==> src/rtl/seq_divider16_if.sv <==
// Start/done handshake bundle for the iterative divider.
// The ALU side drives through master; the divider sits on slave.
interface seq_divider16_if #(
  parameter int WIDTH = 16
);
  logic             start;
  logic [WIDTH-1:0] dividend;
  logic [WIDTH-1:0] divisor;
  logic             busy;
  logic             done;
  logic [WIDTH-1:0] quotient;
  logic [WIDTH-1:0] remainder;
  logic             div_by_zero;

  modport master (
    output start, dividend, divisor,
    input  busy, done, quotient, remainder, div_by_zero
  );

  modport slave (
    input  start, dividend, divisor,
    output busy, done, quotient, remainder, div_by_zero
  );
endinterface

==> src/rtl/seq_divider16.sv <==
// Unsigned restoring divider, one quotient bit per clock over a WIDTH+1-bit subtract path.
//   state  | meaning
//   S_IDLE | waiting for start; operands latched on accept
//   S_CALC | one shift/subtract iteration per edge, WIDTH iterations
//   S_DONE | results valid, done pulses for this single cycle
module seq_divider16 #(
  parameter int WIDTH = 16
) (
  input  logic          clk,
  input  logic          rst_n,
  seq_divider16_if.slave bus
);

  localparam int CW = (WIDTH > 1) ? $clog2(WIDTH) : 1;

  typedef enum logic [1:0] {
    S_IDLE = 2'd0,
    S_CALC = 2'd1,
    S_DONE = 2'd2
  } state_t;

  state_t           state_q;
  logic [WIDTH-1:0] dq_q;
  logic [WIDTH-1:0] dv_q;
  logic [WIDTH:0]   r_q;
  logic [CW-1:0]    cnt_q;
  logic             busy_q;
  logic             done_q;
  logic             dbz_q;
  logic [WIDTH-1:0] quot_q;
  logic [WIDTH-1:0] rem_q;

  logic [WIDTH:0]   t_d;
  logic [WIDTH:0]   diff_d;
  logic [WIDTH:0]   r_d;
  logic [WIDTH-1:0] dq_d;
  logic             last_d;

  // Sign of the trial subtraction alone picks the quotient bit; restore on negative.
  always_comb begin
    t_d    = {r_q[WIDTH-1:0], dq_q[WIDTH-1]};
    diff_d = t_d - {1'b0, dv_q};
    r_d    = t_d;
    dq_d   = {dq_q[WIDTH-2:0], 1'b0};
    if (!diff_d[WIDTH]) begin
      r_d  = diff_d;
      dq_d = {dq_q[WIDTH-2:0], 1'b1};
    end
    last_d = (cnt_q == CW'(WIDTH - 1));
  end

  always_ff @(posedge clk or negedge rst_n) begin
    if (!rst_n) begin
      state_q <= S_IDLE;
      dq_q    <= '0;
      dv_q    <= '0;
      r_q     <= '0;
      cnt_q   <= '0;
      busy_q  <= 1'b0;
      done_q  <= 1'b0;
      dbz_q   <= 1'b0;
      quot_q  <= '0;
      rem_q   <= '0;
    end else begin
      case (state_q)
        S_IDLE: begin
          if (bus.start) begin
            dq_q   <= bus.dividend;
            dv_q   <= bus.divisor;
            r_q    <= '0;
            cnt_q  <= '0;
            busy_q <= 1'b1;
            if (bus.divisor == '0) begin
              quot_q  <= '1;
              rem_q   <= bus.dividend;
              dbz_q   <= 1'b1;
              done_q  <= 1'b1;
              state_q <= S_DONE;
            end else begin
              state_q <= S_CALC;
            end
          end
        end
        S_CALC: begin
          dq_q  <= dq_d;
          r_q   <= r_d;
          cnt_q <= cnt_q + 1'b1;
          if (last_d) begin
            quot_q  <= dq_d;
            rem_q   <= r_d[WIDTH-1:0];
            dbz_q   <= 1'b0;
            done_q  <= 1'b1;
            state_q <= S_DONE;
          end
        end
        S_DONE: begin
          done_q  <= 1'b0;
          busy_q  <= 1'b0;
          state_q <= S_IDLE;
        end
        default: begin
          done_q  <= 1'b0;
          busy_q  <= 1'b0;
          state_q <= S_IDLE;
        end
      endcase
    end
  end

  assign bus.busy        = busy_q;
  assign bus.done        = done_q;
  assign bus.quotient    = quot_q;
  assign bus.remainder   = rem_q;
  assign bus.div_by_zero = dbz_q;

endmodule

==> src/flat_wrapper.sv <==
// flat-port wrapper written by rule: the top's interface ports become plain ports
module seq_divider16_flat 
#(
  parameter int WIDTH = 16
)
  (clk, rst_n, bus_start, bus_dividend, bus_divisor, bus_busy, bus_done, bus_quotient, bus_remainder, bus_div_by_zero);
  seq_divider16_if #(.WIDTH(WIDTH)) bus_i ();
  input  logic clk;
  input  logic rst_n;
  input wire logic [$bits(bus_i.start)-1:0] bus_start;
  input wire logic [$bits(bus_i.dividend)-1:0] bus_dividend;
  input wire logic [$bits(bus_i.divisor)-1:0] bus_divisor;
  output wire logic [$bits(bus_i.busy)-1:0] bus_busy;
  output wire logic [$bits(bus_i.done)-1:0] bus_done;
  output wire logic [$bits(bus_i.quotient)-1:0] bus_quotient;
  output wire logic [$bits(bus_i.remainder)-1:0] bus_remainder;
  output wire logic [$bits(bus_i.div_by_zero)-1:0] bus_div_by_zero;
  assign bus_i.start = bus_start;
  assign bus_i.dividend = bus_dividend;
  assign bus_i.divisor = bus_divisor;
  assign bus_busy = bus_i.busy;
  assign bus_done = bus_i.done;
  assign bus_quotient = bus_i.quotient;
  assign bus_remainder = bus_i.remainder;
  assign bus_div_by_zero = bus_i.div_by_zero;
  seq_divider16 #(.WIDTH(WIDTH)) u_core (.clk(clk), .rst_n(rst_n), .bus(bus_i));
endmodule
==> config.mk <==
export PLATFORM = sky130hd
export DESIGN_NAME = seq_divider16_flat
export DESIGN_NICKNAME = d
export VERILOG_FILES = /design/src/rtl/seq_divider16_if.sv /design/src/rtl/seq_divider16.sv /design/src/flat_wrapper.sv
export SDC_FILE = /design/constraint.sdc
export NUM_CORES = 1
export LEC_CHECK = 0
export ABC_AREA = 1
export CAP_MARGIN = 5
export CORE_MARGIN = 8
export CORE_UTILIZATION = 40
export CTS_BUF_LIST = sky130_fd_sc_hd__clkbuf_8
export DETAILED_ROUTE_END_ITERATION = 10
export GPL_ROUTABILITY_DRIVEN = 0
export REMOVE_ABC_BUFFERS = 1
export SYNTH_ARGS = -nofsm -noshare
export SYNTH_HDL_FRONTEND = slang
export SYNTH_SLANG_ARGS = --single-unit
==> constraint.sdc <==
create_clock -name clk -period 2.35 [get_ports clk]
set_input_delay 0.235 -clock clk [delete_from_list [all_inputs] [get_ports clk]]
set_output_delay 0.235 -clock clk [all_outputs]
set_load 0.02 [all_outputs]
==> results of run 1 <==
[per-layer routing]
layer	GRT usage	vias to the layer above	share of wire
met5	0	-	0
met4	0.0621	0	0.018
met3	0.0268	20	0.036
met2	0.276	86	0.49
met1	0.215	2179	0.46
li1	-	2325	-
[timing repair]
action,CTS,global route
setup endpoints to repair,4,30
endpoints found under the hold margin,36,0
setup buffers,4,7
hold buffers,1,0
gates cloned,0,2
resized for setup,0,19
pin swaps,2,8
[worst min path at each step]
| stage | depth (start not counted) | start | endpoint |
|---|---|---|---|
| finish | 2 | rst_n | u_core.bus.quotient[4] |
| global route | 2 | rst_n | u_core.bus.quotient[4] |
| CTS | 2 | rst_n | u_core.state_q[0] |
| detailed placement | 1 | rst_n | u_core.bus.quotient[4] |
| global placement | 1 | rst_n | u_core.bus.quotient[5] |
| floorplan | 0 | rst_n | u_core.bus.busy |
[cell families after synthesis]
kind of cell,after synthesis,share of synthesized area
simple gates,327,0.298
buf+inv,144,0.114
compound gates,99,0.107
flops,89,0.424
fa+ha+maj,18,0.0443
xor+xnor,8,0.0133
[registers in the layout (all words and copies together) (netlist names)]
signal	count
u_core.bus.quotient	16
u_core.bus.remainder	16
u_core.dq_q	16
u_core.dv_q	16
u_core.r_q	16
u_core.cnt_q	4
u_core.state_q	2
u_core.bus.busy	1
u_core.bus.div_by_zero	1
u_core.bus.done	1
[power by group]
part	internal (mW)	switching, mW
registers	2.26	0.453
logic	2.83	4.36
clock network	0.406	0.587
[metrics by stage]
stage / setup WS (ns) / power, mW
after floorplan: -1.07 / 7.13
after global placement: 0.0562 / 9.10
after detailed placement: -0.00274 / 9.20
after CTS: 0.00318 / 10.4
after global routing: -0.0149 / 11.9
final: 0.124 / 10.9
[cell usage after synthesis, types with 4 or more instances]
cell      number  area (sq um)
nand2_2       10          62.6
ha_1          17           213
nor2_1        33           124
inv_1        113           424
nand3_2       20           200
nand2_1      167           627
or2_1         13          81.3
nand4_1        6          37.5
a21oi_1       20           100
nand3_1       63           315
and2_1         4          25.0
dfrtp_1       89          2230
or2_0          4          25.0
o21ai_0       48           240
xor2_1         8          70.1
clkbuf_1      10          37.5
a21oi_2        8          70.1
buf_2         10          50.1
a31oi_1       16           100
[worst max-delay path, cell delays in order, from the launching register on]
cell and delay, ns:
dfrtp_1 0.40, inv_2 0.07, ha_2 0.17, inv_2 0.06, fa_2 0.36, nand2_2 0.08
nand2_2 0.06, nand3_2 0.08, nand2_2 0.07, nand2_4 0.11, nand2_4 0.08, nand2_4 0.10
nand2_4 0.08, buf_4 0.16, nand3_2 0.07, nand3_1 0.07, nand2_1 0.06, inv_1 0.04
[area by class of cell]
| cell class | instances | area, sq um | share of cell area |
|---|---|---|---|
| multi-input combinational | 454 | 2520 | 0.389 |
| sequential | 89 | 2230 | 0.343 |
| timing repair buffer | 91 | 906 | 0.140 |
| inverter | 117 | 439 | 0.0677 |
| tap | 176 | 220 | 0.0339 |
| clock buffer | 10 | 138 | 0.0212 |
| clock inverter | 6 | 35.0 | 0.00540 |
==> run_results.csv, run 1 <==
group,metric,value,unit
setup_path,reg2reg_to,"u_core.bus.remainder[15]",
sta,min_period,2.23,ns
finish,drive_above_1_share,0.129,
sta,slew_headroom,0.556,
global_route,first_global_vias,4503,
sta,final_max_slew_viol_count,0,
die,start_util,0.403,
sta,tightest_slew,0.666,ns
setup_path,crit_arrival,2.51,ns
sta,whs,0.363,ns
pwr,peakVddDrop,0.880,mV
setup_path,crit_required,2.63,ns
pwr,p_leak,3.22,nW
global_route,antenna_found_initial,0,
detailed_routing,routed_via_density,4.89,
place,dpl_cell_area,0.00610,sq mm
pwr,power_density,1680,mW/mm^2
setup_path,ff2ff_path_depth,17,
setup_path,rrSetupSlack,0.12,ns
sta,hold_viol_final,0,
detailed_routing,wl_per_cell,14.8,um
detailed_routing,wirelength,13900,um
logic_synthesis,synth_ff_type,"dfrtp_1",
sta,setup_viol,0,
finish,final_cell_area,0.00649,sq mm
logic_synthesis,synth-async-reset-ratio,1.00,
detailed_routing,ant_nets,0,
setup_path,crit_path_end_kind,"flop",
die,io_pins,70,
logic_synthesis,syn_inst,685,
worst_hold_path,hp-class,"primary input to asynchronous set/reset pin",
global_route,grt_overflow,0,
cts,clkLatencyLatePin,0.38,ns
sta,skew,0.0116,ns
setup_path,startpoint_type,"flop",
cts,clock-sinks,89,
cts,cts_buffers,9,
detailed_routing,firstDrtPassIters,5,
setup_path,reg2reg_from,"u_core.dq_q[15]",
detailed_routing,drc,0,
logic_synthesis,syn_area,0.00526,sq mm
cts,htree_levels,3,
die,die_h,131,um
sta,clock.fmax,449,MHz
die,die_w,131,um
die,rows,42,
run_status,status,"completed",
setup_path,crit_end,"u_core.bus.remainder[15]",
cts,clkTransAtPathRegs,0.10,ns
finish,diodes,0,
place,dpl.cell_count,913,
place,dp_hpwl,10100,um
setup_path,critPathKind,"flop to flop",
global_route,grt_pass1_wl,22300,um
finish,finish.utilization,0.498,
finish,final_cells,943,
job,max_cap_viol_count,0,
logic_synthesis,yosys_register_bits,89,
finish,mostFrequentLayoutCell,"nand2_1",
setup_path,cp_max_fo,6,
global_route,grt_max_degree,54,
logic_synthesis,ys_types,37,
die,die-area,0.0171,sq mm
detailed_routing,via_count,4610,
sta,fin_crit_sh,0.947,
global_route,grt_usage,0.167,
place,portBuffers,69,
finish,syn_to_final_growth,23.4,%
finish,fillers,1311,
die,core_area,0.0130,sq mm
cts,clk_path_buf_depth,2,
finish,layout_common_cells,"nand2_1, inv_1, dfrtp_1",
cts,cts_tree,"yes",
logic_synthesis,ys.warnings.count,0,
cts,root_buffer,"clkbuf_8",
logic_synthesis,yosysSeqAreaShare,0.424,
setup_path,crit_start,"u_core.dq_q[15]",
finish,fin_nets,815,
logic_synthesis,avgSynthCellArea,7.67,sq um
logic_synthesis,synth-edff-count,0,
sta,finalSetupTns,0,ns
detailed_routing,drt-initial-drc-count,214,
Note: power is estimated with default switching activity, not from simulation.
==> inputs of run 2 (changes only) <==
--- a/config.mk
+++ b/config.mk
@@ -5,7 +5,7 @@
 export SDC_FILE = /design/constraint.sdc
 export NUM_CORES = 1
 export LEC_CHECK = 0
-export ABC_AREA = 1
+export ABC_AREA = 0
 export CAP_MARGIN = 5
 export CORE_MARGIN = 8
 export CORE_UTILIZATION = 40
==> run_results.csv, run 2 <==
group,metric,value,unit
run_status,status,"finished, violations left",
run_status,violations,"setup timing",
sta,min_period,2.56,ns
logic_synthesis,avgSynthCellArea,9.03,sq um
logic_synthesis,yosys.area.top_type_share,0.455,
cts,clock-sinks,89,
job,max_cap_viol_count,0,
place,portBuffers,69,
sta,skew,0.00672,ns
pwr,p_int,7.08,mW
finish,fin_nets,741,
detailed_routing,ant_nets,0,
logic_synthesis,synth-async-reset-ratio,1.00,
finish,finish.utilization,0.575,
cts,htree_levels,3,
global_route,grt_overflow,0,
detailed_routing,routed_via_density,5.35,
die,die-area,0.0160,sq mm
finish,diodes,0,
finish,final_cells,840,
global_route,grt_usage,0.181,
setup_path,crit_path_end_kind,"flop",
detailed_routing,firstDrtPassIters,7,
logic_synthesis,synth_ff_type,"dfrtp_1",
sta,slew_headroom,0.688,
detailed_routing,wirelength,14200,um
sta,clock.fmax,390,MHz
die,rows,40,
die,die_h,127,um
logic_synthesis,ys.warnings.count,0,
global_route,grt_max_degree,36,
finish,multiInputGateArea,0.00269,sq mm
cts,cts_tree,"yes",
sta,finalSetupTns,-4.75,ns
logic_synthesis,synth_common_cells,"nand2_1, dfrtp_1, o21ai_0",
setup_path,crit_arrival,2.82,ns
logic_synthesis,yosys_register_bits,89,
logic_synthesis,yosysSeqAreaShare,0.455,
setup_path,slowest_delay,0.39,ns
place,dp_hpwl,10700,um
sta,whs,0.371,ns
pwr,peakVddDrop,0.646,mV
detailed_routing,drt-initial-drc-count,224,
finish,layout_common_cells,"nand2_1, buf_4, dfrtp_1",
pwr,pwr-share-clk,0.093,
cts,clkTransAtPathRegs,0.09,ns
logic_synthesis,ys_types,64,
sta,setup_viol,32,
setup_path,cp_max_fo,3,
cts,cts_buffers,9,
setup_path,crit_chain,"inv_1 > ha_2 > inv_2 > fa_2 > a211oi_2 > o211ai_2 > nand3_2 > buf_4 > a21boi_2 > or2_4 > mux2i_1 > o32a_1",
sta,tightest_slew,0.468,ns
finish,mostFrequentLayoutCell,"nand2_1",
sta,fin_crit_sh,1.09,
detailed_routing,wl_per_cell,16.9,um
logic_synthesis,synth_area_leaders,"dfrtp_1, nand2_1, o21ai_0",
worst_hold_path,hp-class,"primary input to asynchronous set/reset pin",
cts,root_buffer,"clkbuf_8",
pwr,power,12.5,mW
die,start_util,0.409,
sta,setup_ws,-0.214,ns
logic_synthesis,yosys.area.top_type,"dfrtp_1",
detailed_routing,via_count,4493,
logic_synthesis,syn_area,0.00489,sq mm
logic_synthesis,syn_inst,542,
finish,syn_to_final_growth,40.5,%
global_route,first_global_vias,4617,
setup_path,critPathTopFamily,"compound AO/OA/AOI/OAI gates",
detailed_routing,drc,0,
pwr,switchingPower,5.40,mW
die,io_pins,70,
logic_synthesis,yosysMostFrequentCell,"nand2_1",
finish,fillers,1094,
global_route,grt_pass1_wl,23400,um
pwr,p_leak,3.13,nW
sta,final_max_slew_viol_count,0,
sta,hold_viol_final,0,
place,dpl.cell_count,817,
finish,drive_above_1_share,0.247,
pwr,switching_share,0.433,
cts,clk_path_buf_depth,2,
global_route,antenna_found_initial,0,
setup_path,reg2reg_from,"u_core.dq_q[15]",
setup_path,startpoint_type,"flop",
die,die_w,127,um
pwr,p_comb_frac,0.685,
die,core_area,0.0120,sq mm
logic_synthesis,synth-edff-count,0,
finish,regArea,0.00223,sq mm
setup_path,cp_num_buf_inv,3,
setup_path,slowest_stage,"dfrtp_1",
setup_path,crit_required,2.60,ns
setup_path,crit_start,"u_core.dq_q[15]",
pwr,power_density,1820,mW/mm^2
pwr,p_seq_frac,0.223,
sta,grt_setup_unrepaired,"true",
setup_path,critPathKind,"flop to flop",
cts,clkLatencyLatePin,0.36,ns
## run 2: cell types whose count changed in the layout (fill, tap and decap cells not counted), sizes merged, moves of 15 or more
cell and change:
buf +80, inv -94, mux2i +23, nand2 -72, nand3 -75, nor2 -15, o21ai +31, or2 -17
## run 2: power by group through the flow
stage,logic (mW),registers (mW),clock network [mW]
after floorplan,3.87,2.94,0
after global placement,7.00,2.75,0
after detailed placement,7.18,2.77,0
after CTS,7.98,2.76,1.18
after global routing,9.34,2.85,1.25
final,8.55,2.78,1.16
## run 2: final cells by class
cell class | count | share of cell area
Multi-Input combinational cell | 397 | 0.391
Clock buffer | 9 | 0.0180
Tap cell | 147 | 0.0268
Timing Repair Buffer | 171 | 0.216
Clock inverter | 7 | 0.0129
Inverter | 20 | 0.0109
Sequential cell | 89 | 0.324
## run 2: path summary, 6_finish.rpt
path | endpoint | slack [ns] | depth (start not counted)
hold reg to reg | u_core.bus.quotient[6] | 0.47 | 2
hold / removal | u_core.dq_q[4] | 0.37 | 2
setup reg to reg | u_core.bus.remainder[6] | -0.21 | 12
setup / recovery | u_core.bus.remainder[6] | -0.21 | 12
min in group clk | u_core.dv_q[14] | 0.44 | 3
max in group asynchronous | u_core.r_q[3] | 1.19 | 3
## run 2: stage by stage
stage	instance area [sq um]	setup WS [ns]
after floorplan	4720	-0.444
after global placement	6330	-0.246
after detailed placement	6330	-0.384
after CTS	6730	-0.247
after global routing	6870	-0.307
final	6870	-0.214
## run 2: cells by family after synthesis
logic type,count (synthesis),share of synthesized area
XOR/XNOR,12,0.0215
multiplexers,24,0.0493
AND/OR/NAND/NOR,177,0.164
flip-flops,89,0.455
buffers and inverters,56,0.0499
AO/OA/AOI/OAI,166,0.213
adder cells (fa/ha/maj),18,0.0476
## run 2: worst register-to-register path: stages, from the launching register on
cell	delay [ns]
dfrtp_1	0.39
inv_1	0.07
ha_2	0.19
inv_2	0.04
fa_2	0.34
a211oi_2	0.25
o211ai_2	0.13
nand3_2	0.11
buf_4	0.12
a21boi_2	0.07
or2_4	0.26
mux2i_1	0.16
o32a_1	0.34
## run 2: routing by layer
metal / GRT usage / vias to the layer above / wire [um]
li1: - / 2210 / -
met3: 0.0369 / 14 / 653
met4: 0.0566 / 0 / 188
met5: 0 / - / 0
met1: 0.236 / 2153 / 6630
met2: 0.294 / 116 / 6720
## run 2: what timing repair did
action | 4_1_cts | 5_1_grt
cloned | 0 | 0
gates resized for setup | 44 | 20
hold endpoints to repair | 33 | 0
setup buffers | 4 | 2
endpoints found under the setup margin | 33 | 34
pin swaps | 21 | 12
hold buffers | 1 | 0
